$ cat config.mk
export PLATFORM = sky130hd
export DESIGN_NAME = mem_arbiter
export DESIGN_NICKNAME = d
export VERILOG_FILES = /design/src/rtl/mem_arb_pkg.sv /design/src/rtl/rr_pick.sv /design/src/rtl/mem_arbiter.sv
export SDC_FILE = /design/constraint.sdc
export NUM_CORES = 1
export LEC_CHECK = 0
export BUFFER_PORTS_ARGS = -buffer_cell sky130_fd_sc_hd__buf_2
export CAP_MARGIN = 20
export CORE_MARGIN = 4
export CORE_UTILIZATION = 33
export DETAILED_ROUTE_END_ITERATION = 12
export PLACE_DENSITY_LB_ADDON = 0.2
export SLEW_MARGIN = 30
export SYNTH_ARGS = -nofsm -noshare
export SYNTH_HDL_FRONTEND = slang
export SYNTH_SLANG_ARGS = --single-unit
export TNS_END_PERCENT = 100
$ cat constraint.sdc
create_clock -name clock -period 2.05 [get_ports clock]
set_clock_uncertainty 0.1 [all_clocks]
set_input_delay 0.41 -clock clock [delete_from_list [all_inputs] [get_ports clock]]
set_output_delay 0.41 -clock clock [all_outputs]
set_load 0.02 [all_outputs]
$ cat src/rtl/mem_arb_pkg.sv
// Shared constants for the memory arbiter: arbitration modes and index sizing.
package mem_arb_pkg;

    localparam int MODE_RR    = 0;
    localparam int MODE_FIXED = 1;

    // Width of a channel index; at least one bit so single-channel builds stay legal.
    function automatic int idx_width(input int n);
        return (n > 1) ? $clog2(n) : 1;
    endfunction

endpackage

$ cat src/rtl/rr_pick.sv
// Rotating-priority picker: first requester at or above start, wrapping past N-1 to 0.
module rr_pick #(
    parameter int N  = 3,
    parameter int IW = 2
) (
    input  logic [N-1:0]  req,
    input  logic [IW-1:0] start,
    output logic [N-1:0]  onehot,
    output logic [IW-1:0] idx,
    output logic          found
);

    always_comb begin
        int j;
        j      = 0;
        onehot = '0;
        idx    = '0;
        found  = 1'b0;
        for (int i = 0; i < N; i++) begin
            j = int'(start) + i;
            if (j >= N) begin
                j = j - N;
            end
            if (!found && req[j]) begin
                found     = 1'b1;
                onehot[j] = 1'b1;
                idx       = IW'(j);
            end
        end
    end

endmodule

$ cat src/rtl/mem_arbiter.sv
// Multi-channel arbiter in front of a single-port synchronous RAM with one-cycle read latency.
module mem_arbiter
    import mem_arb_pkg::*;
#(
    parameter int CHANNELS = 3,
    parameter int AW       = 16,
    parameter int DW       = 8,
    parameter int MODE     = MODE_RR
) (
    input  logic                   clock,
    input  logic                   reset,
    input  logic [CHANNELS-1:0]    req,
    input  logic [CHANNELS-1:0]    we,
    input  logic [CHANNELS-1:0]    lock,
    input  logic [CHANNELS*AW-1:0] addr,
    input  logic [CHANNELS*DW-1:0] wdata,
    output logic [CHANNELS-1:0]    gnt,
    output logic [CHANNELS-1:0]    rvalid,
    output logic [DW-1:0]          rdata,
    output logic [AW-1:0]          mem_a,
    output logic [DW-1:0]          mem_d,
    output logic                   mem_w,
    input  logic [DW-1:0]          mem_q
);

    localparam int IW = idx_width(CHANNELS);

    logic [IW-1:0]       gidx;
    logic                any_gnt;
    logic [CHANNELS-1:0] rvalid_q;
    logic [DW-1:0]       rdata_q;

    if (CHANNELS == 1) begin : g_single
        always_comb begin
            gnt     = reset ? 1'b0 : req;
            gidx    = '0;
            any_gnt = gnt[0];
        end
    end else begin : g_multi
        logic [IW-1:0]       last_q;
        logic [IW-1:0]       start;
        logic [CHANNELS-1:0] pick_onehot;
        logic [IW-1:0]       pick_idx;
        logic                pick_found;
        logic                hold;

        always_comb begin
            if (MODE == MODE_FIXED || last_q == IW'(CHANNELS - 1)) begin
                start = '0;
            end else begin
                start = last_q + IW'(1);
            end
        end

        rr_pick #(
            .N  (CHANNELS),
            .IW (IW)
        ) u_pick (
            .req    (req),
            .start  (start),
            .onehot (pick_onehot),
            .idx    (pick_idx),
            .found  (pick_found)
        );

        // A locked owner that still requests keeps the port, whatever the mode.
        assign hold = lock[last_q] & req[last_q];

        always_comb begin
            gnt     = '0;
            gidx    = '0;
            any_gnt = 1'b0;
            if (!reset) begin
                if (hold) begin
                    gnt[last_q] = 1'b1;
                    gidx        = last_q;
                    any_gnt     = 1'b1;
                end else if (pick_found) begin
                    gnt     = pick_onehot;
                    gidx    = pick_idx;
                    any_gnt = 1'b1;
                end
            end
        end

        always_ff @(posedge clock) begin
            if (reset) begin
                last_q <= IW'(CHANNELS - 1);
            end else if (any_gnt) begin
                last_q <= gidx;
            end
        end
    end

    // gidx is 0 when idle, so the RAM sees channel 0's address and data.
    always_comb begin
        mem_a = addr[int'(gidx) * AW +: AW];
        mem_d = wdata[int'(gidx) * DW +: DW];
        mem_w = any_gnt & we[gidx];
    end

    always_ff @(posedge clock) begin
        if (reset) begin
            rvalid_q <= '0;
            rdata_q  <= '0;
        end else begin
            rvalid_q <= gnt & ~we;
            if (|rvalid_q) begin
                rdata_q <= mem_q;
            end
        end
    end

    // Masking with reset kills a read that was in flight when reset arrived.
    always_comb begin
        rvalid = reset ? '0 : rvalid_q;
        if (reset) begin
            rdata = '0;
        end else if (|rvalid_q) begin
            rdata = mem_q;
        end else begin
            rdata = rdata_q;
        end
    end

endmodule
==> flow_summary.ini, run 1 <==
[grt]
antenna_found_initial = 0
grt_pass1_vias = 1894
grt_overflow = 0
grt_usage_pct = 20.1
grt_pass1_wl_mm = 8.56
grt_max_degree = 16

[synthesis]
synth_cells = 184
synth_area_leaders = dfxtp_1 (20%), a311o_1 (19%), nor2_1 (11%)
synthFlopType = dfxtp_1
ys_seq_area_share_pct = 19.5
synth_top_cell_by_area = dfxtp_1
post-synth-top-area-fraction_pct = 19.5
syn_nets = 275
syn_area_um2 = 1330
ys_seq_elements = 13
synth.distinct_cells = 29
syn_area_per_cell_um2 = 7.24
yosysWarnings = 0
ys_async_sr_fraction_pct = 0
synth_edf_count = 0

[clocking]
clk_latency_ps = 240
cts_max_level = 1
clk_pin_slew_worst_paths_ps = 60
cts_root_buffer = clkbuf_8
clock-sinks = 13
cts_buffer_depth = 2
numCtsBuffers = 3
cts_hold_buf = 0
tritoncts = yes

[cells_and_area]
syn2layout_area_growth_pct = 86.1
nNetsFinal = 426
antennaDiodeCount = 0
layout_commonest_cell = buf_2
final_cells = 382
layout-drive-gt1-share_pct = 55.1
stdcell_area_um2 = 2480
fin_util_pct = 65.7
mostFrequentLayoutCells = buf_2 (120), nor2_1 (36), inv_1 (27)
fillers = 332

[routing]
post_drt_via_cell_ratio = 4.95
top_layer = met4
drt_iter0_markers = 61
wl_met1_mm = 2.04
ant_nets = 0
vias = 1891
drc = 0
drt-wirelength-per-cell_um = 14.0
wl_met2_mm = 2.71
met3RoutedLength_um = 469
first_pass_iters = 4
routed_wl_mm = 5.34

[placed_design]
postPlaceCellArea_um2 = 2180
gp_congestion = 0.854
dp_slack_ps = -403
dp_cells = 366
dp_hpwl_mm = 4.03
io_buffers = 129

[floorplan]
fp-row-count = 22
die_y_um = 71.5
coreArea_um2 = 3770
io_pins = 130
die_area_um2 = 5110
initial_utilization_pct = 35.3
fp.dieW_um = 71.5

[timing]
max_freq_mhz = 401
tns_ps = -10740
fin_crit_ps = 2490
timing.hold.ws_ps = 233
fin_ws_ps = -444
rsz0062_at_grt = yes
tightest_slew_ps = 515
min_period_over_period_pct = 122
slew_viol_final = 0
final_hold_viol_count = 0
setup_violations = 27
relSlewSlack_pct = 65.6

[pwr]
power_frac_comb_pct = 57.6
power.internal_uw = 755
power_density_nw_per_um2 = 485
p_clk_share_pct = 18.8
switching_share_pct = 37.2
seqPwrFrac_pct = 23.6
max-vdd-ir-drop_mv = 0.185
switchingPower_uw = 448
p_leak_nw = 1.48
design_power_total_mw = 1.20

[worst_setup_path]
cp_max_fo = 15
cp.required_ps = 1540
worstPathCellList = nor2b_4 > o21ai_2 > a221o_2 > buf_12 > and3_1 > a311o_1 > buf_2
crit_buf_inv = 2
critical_path.max_stage_delay_ps = 410
ff2ff_setup_slack_ps = 440
crit_type = flip-flop to primary output
r2r-end = rvalid_q[1]$_SDFF_PP0_
slowest_stage = a221o_2
worstSetupPathDepth = 7
cpLargestDelayFamily = compound AO/OA/AOI/OAI gates
end_kind = primary output
arrival_ps = 1980
rr_worst_depth = 7
cp-start-kind = flip-flop
r2r_start = g_multi.last_q[0]$_SDFFE_PP0P_

[worst_hold_path]
hp-class = primary input to flip-flop
holdPathEnd = rvalid_q[2]$_SDFF_PP0_
hold_depth = 2
hp-start = we[2]

[status]
violations = negative setup slack
status = finished with violations

[run]
drv_cap = 0
==> sequential cells by signal (all words and copies together) (netlist names) <==
| name | flops |
|---|---|
| rdata_q | 8 |
| rvalid_q | 3 |
| g_multi.last_q | 2 |
==> worst max path at each step <==
stage | start | endpoint | slack, ps
after floorplan | lock[2] | mem_a[15] | -120
after global placement | req[1] | mem_a[0] | -390
after detailed placement | req[1] | mem_a[0] | -400
after CTS | g_multi.last_q[0]$_SDFFE_PP0P_ | mem_d[6] | -450
after global routing | g_multi.last_q[0]$_SDFFE_PP0P_ | mem_a[6] | -530
final | g_multi.last_q[0]$_SDFFE_PP0P_ | mem_a[15] | -440
==> power by group through the flow <==
stage	Combinational (mW)	Clock, mW	Sequential, mW
after floorplan	0.361	0	0.284
after detailed placement	0.592	0	0.289
final	0.693	0.226	0.283
after global placement	0.591	0	0.288
after CTS	0.670	0.231	0.283
after global routing	0.745	0.241	0.285
==> Yosys cell counts, types with 2 or more instances <==
| cell | number |
|---|---|
| a21oi_1 | 3 |
| a311o_1 | 25 |
| and3_1 | 20 |
| and3_2 | 4 |
| buf_6 | 5 |
| clkbuf_1 | 7 |
| dfxtp_1 | 13 |
| inv_1 | 28 |
| mux2i_1 | 9 |
| nand2_1 | 5 |
| nor2_1 | 39 |
| nor2b_1 | 6 |
| o21ai_0 | 3 |
| o21ai_2 | 2 |
==> final cells by class <==
| type | count | area (um2) | share of cell area [%] |
|---|---|---|---|
| multi-input combinational | 132 | 982 | 39.6 |
| sequential | 13 | 265 | 10.7 |
| inverter | 29 | 109 | 4.39 |
| tap | 48 | 60.1 | 2.42 |
| timing repair buffer | 156 | 1020 | 41.0 |
| clock buffer | 4 | 45.0 | 1.82 |
==> cells by family (layout without fill, tap and decap cells) <==
| group | count (synthesis) | in the layout | synth area share, % |
|---|---|---|---|
| AO/OA/AOI/OAI | 41 | 42 | 28.5 |
| flip-flops | 13 | 13 | 19.5 |
| buffers and inverters | 42 | 189 | 14.8 |
| multiplexers | 9 | 9 | 6.77 |
| AND/OR/NAND/NOR | 79 | 81 | 30.5 |
==> layer usage <==
metal	GRT usage, %	up-vias
li1	-	959
met5	0	-
met1	21.9	835
met3	4.49	12
met4	6.47	0
met2	38.1	85
==> timing repair <==
| item | 4_1_cts | 5_1_grt |
|---|---|---|
| gates resized for setup | 15 | 13 |
| pin swaps | 4 | 0 |
| endpoints found under the setup margin | 27 | 28 |
| setup buffers | 6 | 1 |
| cloned | 5 | 0 |
(Power assumes the default switching activity.)
==> run 2: changes to the inputs <==
Settings changed: RECOVER_POWER set to 50.
==> run 2 against run 1 <==
  * The flow still finishes with violations (negative setup slack)
  * Worst hold slack is essentially flat
  * Worst setup slack barely moved
  * Sequential share of layout area about the same
  * Non-clock buffer count unchanged
  * Combinational power is essentially flat
  * Register-to-register slack about the same
  * Clock power about the same
  * Total power down 0.11%
  * Largest power group unchanged
==> flow_summary.ini, run 2 (same netlist as run 1, synthesis figures left out) <==
[timing]
slew_viol_final = 0
timing.hold.ws_ps = 233
max_freq_mhz = 401
setup_violations = 35
fin_crit_ps = 2490
fin_ws_ps = -444
rsz0062_at_grt = yes
final_hold_viol_count = 0
relSlewSlack_pct = 61.3
min_period_over_period_pct = 122
tightest_slew_ps = 581

[worst_setup_path]
crit_buf_inv = 2
end_kind = primary output
arrival_ps = 1980
r2r-end = rvalid_q[1]$_SDFF_PP0_
rr_worst_depth = 7
cp.required_ps = 1540
ff2ff_setup_slack_ps = 440
cp-start-kind = flip-flop
crit_type = flip-flop to primary output
cp_max_fo = 15
slowest_stage = a221o_2
r2r_start = g_multi.last_q[0]$_SDFFE_PP0P_
cpLargestDelayFamily = compound AO/OA/AOI/OAI gates
worstPathCellList = nor2b_4 > o21ai_2 > a221o_2 > buf_12 > and3_1 > a311o_1 > buf_2
critical_path.max_stage_delay_ps = 410

[clocking]
clk_latency_ps = 240
cts_max_level = 1
clock-sinks = 13
cts_root_buffer = clkbuf_8
cts_hold_buf = 0
clk_pin_slew_worst_paths_ps = 60
tritoncts = yes
numCtsBuffers = 3
cts_buffer_depth = 2

[grt]
antenna_found_initial = 0
grt_pass1_wl_mm = 8.56
grt_pass1_vias = 1894
grt_max_degree = 16
grt_overflow = 0
grt_usage_pct = 20.1

[worst_hold_path]
hp-start = we[2]
hold_depth = 2
holdPathEnd = rvalid_q[2]$_SDFF_PP0_
hp-class = primary input to flip-flop

[cells_and_area]
mostFrequentLayoutCells = buf_2 (119), nor2_1 (36), inv_1 (27)
layout_commonest_cell = buf_2
largest_reg_flops = 8
regMostFlops = rdata_q
antennaDiodeCount = 0
syn2layout_area_growth_pct = 85.7
fillers = 333
nNetsFinal = 426
final_cells = 382
layout-drive-gt1-share_pct = 54.5
reg.largest.list = rdata_q x8, rvalid_q x3, g_multi.last_q x2

[routing]
top_layer = met4
drt_iter0_markers = 61
drc = 0
met3RoutedLength_um = 443
wl_met2_mm = 2.72
ant_nets = 0
wl_met1_mm = 2.07
drt-wirelength-per-cell_um = 14.0
routed_wl_mm = 5.35
post_drt_via_cell_ratio = 4.97
first_pass_iters = 4
vias = 1897

[floorplan]
coreArea_um2 = 3770
initial_utilization_pct = 35.3
io_pins = 130
die_y_um = 71.5
die_area_um2 = 5110
fp.dieW_um = 71.5
fp-row-count = 22

[placed_design]
io_buffers = 129
gp_congestion = 0.854
dp_hpwl_mm = 4.03
dp_cells = 366

[pwr]
p_leak_nw = 1.47
max-vdd-ir-drop_mv = 0.185
power_density_nw_per_um2 = 486

[status]
violations = negative setup slack
status = finished with violations

[run]
drv_cap = 0
## run 2: changes by cell type in the layout (fill, tap and decap cells not counted)
cell | before | now
buf_4 | 18 | 17
buf_2 | 120 | 119
clkbuf_1 | 1 | 3
## run 2: worst max-delay path by stage
stage,startpoint,to,cells after the start
floorplan,lock[2],mem_a[15],6
global placement,req[1],mem_a[0],7
detailed placement,req[1],mem_a[0],7
CTS,g_multi.last_q[0]$_SDFFE_PP0P_,mem_d[6],7
global route,g_multi.last_q[0]$_SDFFE_PP0P_,mem_a[6],7
finish,g_multi.last_q[0]$_SDFFE_PP0P_,mem_a[15],7
## run 2: stage by stage
step | setup WS (ps) | TNS, ps | cell area (um2) | total power [mW] | util (%)
after floorplan | -121 | -2380 | 1380 | 0.645 | -
after global placement | -386 | -9250 | 2180 | 0.879 | 57.8
after detailed placement | -403 | -9730 | 2180 | 0.881 | 57.8
after CTS | -449 | -10750 | 2430 | 1.18 | 64.4
after global routing | -527 | -14870 | 2470 | 1.27 | 65.6
final | -444 | -11700 | 2470 | 1.20 | 65.6
## run 2: area by class of cell
cell class / instances / area, um2 / area share, %
clock buffer: 4 / 45.0 / 1.82
inverter: 29 / 109 / 4.40
multi-input combinational: 132 / 982 / 39.7
sequential: 13 / 265 / 10.7
tap: 48 / 60.1 / 2.43
timing repair buffer: 156 / 1010 / 40.9
## run 2: what timing repair did
action	in CTS	in global routing
resized for setup	15	13
cloned	5	0
pin swaps	4	0
endpoints found under the setup margin	27	28
setup buffers	6	1
## run 2: report_power, final
group          total, mW  internal, mW  switching, mW  leakage (nW)
clock network      0.226         0.137         0.0894        0.0228
registers          0.283         0.271         0.0125         0.107
logic              0.691         0.345          0.346          1.34
## run 2: layer usage
layer	vias up	GRT usage [%]
met5	-	0
met4	0	6.47
met3	12	4.49
met2	83	38.1
met1	840	21.9
li1	962	-
